### config.mk
export PLATFORM = sky130hd
export DESIGN_NAME = zeroheti_obi_apb_bridge
export DESIGN_NICKNAME = d
export VERILOG_FILES = /design/src/rtl/zeroheti_obi_apb_bridge.sv
export SDC_FILE = /design/constraint.sdc
export NUM_CORES = 1
export LEC_CHECK = 0
export BUFFER_PORTS_ARGS = -buffer_cell sky130_fd_sc_hd__buf_4
export CORE_MARGIN = 10
export CORE_UTILIZATION = 30
export CTS_BUF_LIST = sky130_fd_sc_hd__clkbuf_4
export CTS_CLUSTER_SIZE = 16
export DETAILED_ROUTE_END_ITERATION = 16
export GPL_ROUTABILITY_DRIVEN = 0
export PLACE_DENSITY_LB_ADDON = 0.1
export SKIP_CTS_REPAIR_TIMING = 1
export SLEW_MARGIN = 20
export SYNTH_ARGS = -nofsm -noshare
export SYNTH_HDL_FRONTEND = slang
export SYNTH_SLANG_ARGS = --single-unit
### constraint.sdc
create_clock -name clk_i -period 3.59 [get_ports clk_i]
set_input_delay 0.718 -clock clk_i [delete_from_list [all_inputs] [get_ports clk_i]]
set_output_delay 0.718 -clock clk_i [all_outputs]
set_load 0.01 [all_outputs]
### src/rtl/zeroheti_obi_apb_bridge.sv
// OBI-to-APB4 bridge with a single outstanding transaction: accept, SETUP, ACCESS, one-cycle response.
// Optional ACCESS-phase timeout is enabled by defining ZEROHETI_APB_TIMEOUT_EN.
module zeroheti_obi_apb_bridge #(
  parameter int unsigned ADDR_W         = 32,
  parameter int unsigned DATA_W         = 32,
  parameter int unsigned TIMEOUT_CYCLES = 256
) (
  input  logic                clk_i,
  input  logic                rst_i,
  input  logic                obi_req_i,
  output logic                obi_gnt_o,
  input  logic [ADDR_W-1:0]   obi_addr_i,
  input  logic                obi_we_i,
  input  logic [DATA_W/8-1:0] obi_be_i,
  input  logic [DATA_W-1:0]   obi_wdata_i,
  output logic                obi_rvalid_o,
  output logic [DATA_W-1:0]   obi_rdata_o,
  output logic                obi_err_o,
  output logic [ADDR_W-1:0]   paddr_o,
  output logic                psel_o,
  output logic                penable_o,
  output logic                pwrite_o,
  output logic [DATA_W-1:0]   pwdata_o,
  output logic [DATA_W/8-1:0] pstrb_o,
  output logic [2:0]          pprot_o,
  input  logic [DATA_W-1:0]   prdata_i,
  input  logic                pready_i,
  input  logic                pslverr_i
);

  localparam int unsigned STRB_W = DATA_W / 8;

  typedef enum logic [1:0] {IDLE, SETUP, ACCESS, RESP} state_e;

  state_e              state_q, state_d;
  logic [ADDR_W-3:0]   addr_q, addr_d;
  logic                we_q, we_d;
  logic [STRB_W-1:0]   strb_q, strb_d;
  logic [DATA_W-1:0]   wdata_q, wdata_d;
  logic [DATA_W-1:0]   rdata_q, rdata_d;
  logic                err_q, err_d;
  logic                rvalid_q, rvalid_d;
  logic                psel_q, psel_d;
  logic                penable_q, penable_d;
  logic                timeout_c;
  logic [1:0]          unused_addr;

  // Word-aligned APB address: the byte offset is carried by the strobes.
  assign unused_addr = obi_addr_i[1:0];

  assign obi_gnt_o    = obi_req_i && (state_q == IDLE);
  assign obi_rvalid_o = rvalid_q;
  assign obi_rdata_o  = rdata_q;
  assign obi_err_o    = err_q;
  assign paddr_o      = {addr_q, 2'b00};
  assign psel_o       = psel_q;
  assign penable_o    = penable_q;
  assign pwrite_o     = we_q;
  assign pwdata_o     = wdata_q;
  assign pstrb_o      = strb_q;
  assign pprot_o      = 3'b000;

`ifdef ZEROHETI_APB_TIMEOUT_EN
  localparam int unsigned CNT_W = $clog2(TIMEOUT_CYCLES + 1);

  logic [CNT_W-1:0] cnt_q, cnt_d;

  // Wait-state counter: abort once TIMEOUT_CYCLES waits elapsed and pready is still low.
  assign timeout_c = (32'(cnt_q) == TIMEOUT_CYCLES);

  always_comb begin
    cnt_d = cnt_q;
    if (state_q == SETUP) begin
      cnt_d = '0;
    end else if ((state_q == ACCESS) && !pready_i && !timeout_c) begin
      cnt_d = cnt_q + CNT_W'(1);
    end
  end

  always_ff @(posedge clk_i) begin
    if (rst_i) cnt_q <= '0;
    else       cnt_q <= cnt_d;
  end
`else
  logic [31:0] unused_timeout;

  assign timeout_c      = 1'b0;
  assign unused_timeout = 32'(TIMEOUT_CYCLES);
`endif

  // Next-state and registered-output logic.
  always_comb begin
    state_d   = state_q;
    addr_d    = addr_q;
    we_d      = we_q;
    strb_d    = strb_q;
    wdata_d   = wdata_q;
    rdata_d   = rdata_q;
    err_d     = err_q;
    case (state_q)
      IDLE: begin
        if (obi_req_i) begin
          addr_d  = obi_addr_i[ADDR_W-1:2];
          we_d    = obi_we_i;
          strb_d  = obi_we_i ? obi_be_i : '0;
          wdata_d = obi_wdata_i;
          state_d = SETUP;
        end
      end
      SETUP:  state_d = ACCESS;
      ACCESS: begin
        if (pready_i) begin
          rdata_d = (we_q || pslverr_i) ? '0 : prdata_i;
          err_d   = pslverr_i;
          state_d = RESP;
        end else if (timeout_c) begin
          rdata_d = '0;
          err_d   = 1'b1;
          state_d = RESP;
        end
      end
      RESP:    state_d = IDLE;
      default: state_d = IDLE;
    endcase
    psel_d    = (state_d == SETUP) || (state_d == ACCESS);
    penable_d = (state_d == ACCESS);
    rvalid_d  = (state_d == RESP);
  end

  always_ff @(posedge clk_i) begin
    if (rst_i) begin
      state_q   <= IDLE;
      addr_q    <= '0;
      we_q      <= 1'b0;
      strb_q    <= '0;
      wdata_q   <= '0;
      rdata_q   <= '0;
      err_q     <= 1'b0;
      rvalid_q  <= 1'b0;
      psel_q    <= 1'b0;
      penable_q <= 1'b0;
    end else begin
      state_q   <= state_d;
      addr_q    <= addr_d;
      we_q      <= we_d;
      strb_q    <= strb_d;
      wdata_q   <= wdata_d;
      rdata_q   <= rdata_d;
      err_q     <= err_d;
      rvalid_q  <= rvalid_d;
      psel_q    <= psel_d;
      penable_q <= penable_d;
    end
  end

endmodule

==> After elaboration in Yosys (flattened, before gate mapping) <==
Index checks and enable logic that the tools add are counted.
{ "op_classes": {"n_shift": 0, "bitwise": 0, "n_reduce_logical": 6, "div": 0, "multipliers": 0, "n_eq_ne": 6, "n_mux": 5, "magnitude_cmp": 0, "n_addsub": 0} }
{ "ops": {"columns": ["cell", "n"], "rows": [
  ["two-way mux 32 bit", 1],
  ["== test 2 bit (second input constant)", 4],
  ["one-hot mux 2 bit (4 select lines)", 1],
  ["== test 2 x 1 -> 1 bit (second input constant)", 2],
  ["two-way mux 2 bit", 2],
  ["two-way mux 4 bit", 1],
  ["AND reduction 2 bit", 2],
  ["logical NOT 2 bit", 1],
  ["logical OR 1 bit", 2],
  ["logical AND 1 bit", 1]
]} }
{ "totals": {"memories": 0, "output_inout_bits": 109, "rom_bits": 0, "latchBits": 0, "wordCells": 27, "inputBits": 106, "mem_bits_rw": 0, "reg_bits": 105} }

==> Depth between registers and ports, before layout <==
{ "logic_depth": {"depth_word": 4, "depth_mapped": 7} }

==> Least setup slack after synthesis <==
No wires, ideal clock.
{ "synth_timing": {"path_type": "input port to output port", "from": "input port obi_req_i", "to": "output port obi_gnt_o", "t_required_ns": 2.872, "path_slack_ns": 1.535, "n_path_buf": 3, "stages": 4, "arrival_time_ns": 1.337, "path_cell_list": "buf_4 buf_4 buf_2 and2_1"} }
{ "synth_via": {"elab_chain_cells": 1} }
{ "synth_lines": {"columns": ["item", "line_no", "source"], "rows": [
  ["start, declared", "10", "input logic obi_req_i,"],
  ["logical AND 1 bit", "51", "assign obi_gnt_o = obi_req_i && (state_q == IDLE);"],
  ["end, declared", "11", "output logic obi_gnt_o,"]
]} }
No other way between the ends.

==> Worst setup path in the final report <==
{ "layout_timing": {"from": "register state_q[0]", "to": "output port obi_gnt_o"} }
{ "layout_via": {"elab_chain_cells": 2} }
{ "layout_lines": {"columns": ["item", "line_no", "source"], "rows": [
  ["start, declared", "35", "state_e state_q, state_d;"],
  ["start signal, assigned", "143", "state_q <= state_d;"],
  ["logical NOT 2 bit", "51", null],
  ["logical AND 1 bit", "51", null]
]} }
No other way between the ends.

==> metrics.csv <==
metric;value;unit
status;completed;
crit_slowest_cell;ha_4;
crit_type;register to output pin;
synth_top_family_by_area;compound AO/OA/AOI/OAI gates;
slew_headroom;49.9;%
cp.buffers_inverters;2;
cts_sinks;105;
drc;0;
fin_nets;730;
synth-compound-area-share;30.7;%
met3_wirelength;1700;um
seq_area_frac_synth;46.8;%
drtIter0Drc;227;
rows;44;
gr-total-overflow;0;
start_util;30.8;%
htree_levels;3;
p_per_area;573;mW/mm2
cts_buffer_depth;2;
drt_pass1_iterations;4;
period_needed;2570;ps
finalSetupViolCount;0;
path_max_fanout;59;
cts_root_buf;clkbuf_4;
yosysWarnings;0;
drv_cap;0;
antenna_left;0;
dp_hpwl;9840;um
wl_per_cell;17.2;um
tns;0;ps
ir_drop;0.325;mV
pin_count;215;
drive_above_1_share;48.3;%
slew_violations;0;
fmax;388;MHz
slowest_delay;560;ps
critPathArrivalTime;1860;ps
hold_violations;0;
antenna_cells;0;
grt_usage;12.9;%
core-area;0.0146;mm2
required;2870;ps
p_total;3.52;mW
synth_cells;448;
fillers;1443;
met2_length;6410;um
chipHeight;142;um
multi_input_area;0.00205;mm2
synth_fa_ha_area_share;1.12;%
fin_util;42.2;%
wl_met1;5610;um
antenna_found_initial;0;
die_width;142;um
synth-seq-cells;105;
critical-path-top-delay-family;adder cells;
cts_made_buffers;9;
start_kind;register;
cts_tree;yes;
portBuffers;207;
endpoint_kind;output pin;
fin_crit_sh;71.7;%
worstMarginPinSlew;751;ps
path_clk_slew;140;ps
hold_path.class;register to register;
path_cells;inv_1 > ha_4 > and2_1 > buf_4;
synthMuxAreaShare;0.251;%
totalWireLength;13900;um
dieArea;0.0203;mm2
vias_per_cell;4.86;
grt_pass1_vias;3789;
synth.lib_cells_used.distinct;23;
routed.top_layer;met4;
postSynthAreaPerCell;10.0;um2
syn-cell-area;0.00449;mm2
via_count;3934;
synth_xor_area_share;0;%
area_delta_synth_final;37.0;%
rsz0062_at_grt;no;
clkLatencyLatePin;460;ps
r2r_slack;1330;ps
grt_pass1_wl;21100;um
p_leak;2.66;nW
grt_max_degree;81;
seqCellArea;0.00210;mm2
synth-simple-area-share;12.9;%
clock_skew;21.8;ps
stage by stage:
step / std cells / area [um2] / worst slack, ps / hold WS [ps]
after floorplan: 452 / 4500 / 1530 / 511
after global placement: 792 / 6000 / 1320 / 450
after detailed placement: 793 / 6020 / 1320 / 455
after CTS: 809 / 6150 / 916 / 436
after global routing: 809 / 6150 / 812 / 411
final: 809 / 6150 / 1020 / 484
where the power goes:
group	switching [mW]	internal (mW)	leakage (nW)
combinational	0.810	0.660	1.73
sequential	0.0904	1.36	0.857
clock	0.372	0.233	0.0787
area by class of cell:
cell class | count | area share [%]
well taps | 184 | 3.74
multi-input cells | 288 | 33.4
flip-flops and latches | 105 | 34.2
inverters | 3 | 0.183
clock buffers | 12 | 1.46
clock inverters | 4 | 0.712
repair buffers | 213 | 26.3
layer usage:
metal | track usage (%) | vias up
met3 | 8.04 | 10
met5 | 0 | -
met2 | 19.7 | 151
met4 | 3.30 | 0
li1 | - | 1951
met1 | 14.9 | 1822
cells in the mapped netlist:
cell type  count  area share (%)
dfxtp_1      105              47
a21bo_2       68              15
a21oi_1       68             7.6
nand3_1       64             7.1
nor2b_1       33             4.6
a32o_1        31             6.9
buf_2         29             3.2
buf_4         17             2.8
clkbuf_1       6            0.50
ha_1           4             1.1
nand4_1        4            0.56
buf_8          3             1.0
inv_1          3            0.25
and2_1         2            0.28
nor2_1         2            0.17
o221a_2        2            0.50
a21oi_2        1            0.20
a22o_1         1            0.20
buf_6          1            0.25
conb_1         1           0.084
mux2_2         1            0.25
nor4b_1        1            0.20
o22ai_1        1            0.14
kinds of logic (layout without fill, tap and decap cells):
kind of cell               after synthesis  count (layout)
and+or+nand+nor                        106             106
other                                    1               5
AOI/OAI and AO/OA                      172             172
buffers and inverters                   59             232
muxes                                    1               1
DFF                                    105             105
adders and majority gates                4               4
cell usage in the layout (no fill, tap or decap), drive strengths merged:
cell type	synthesis	layout
a32o	31	31
o22ai	1	1
o221a	2	2
conb	1	5
dfxtp	105	105
and2	2	2
a21bo	68	68
nor2b	33	33
nor4b	1	1
ha	4	4
buf	50	213
a22o	1	1
mux2	1	1
nand3	64	64
nand4	4	4
clkinv	0	3
inv	3	3
bufinv	0	1
clkbuf	6	12
a21oi	69	69
nor2	2	2
registers in the layout (all words and copies together) (netlist names):
register      cells
obi_rdata_o      32
pwdata_o         32
addr_q           30
pstrb_o           4
state_q           2
obi_err_o         1
obi_rvalid_o      1
penable_o         1
psel_o            1
pwrite_o          1
final timing paths:
kind	to	depth (start not counted)	from
setup / recovery	obi_gnt_o	4	state_q[0]$_SDFF_PP0_
hold / removal	obi_rdata_o[13]$_SDFFE_PP0P_	1	obi_rdata_o[13]$_SDFFE_PP0P_
setup reg to reg	addr_q[14]$_SDFFE_PP0P_	5	state_q[0]$_SDFF_PP0_
hold reg to reg	obi_rdata_o[13]$_SDFFE_PP0P_	1	obi_rdata_o[13]$_SDFFE_PP0P_
Note: power is estimated with default switching activity, not from simulation.
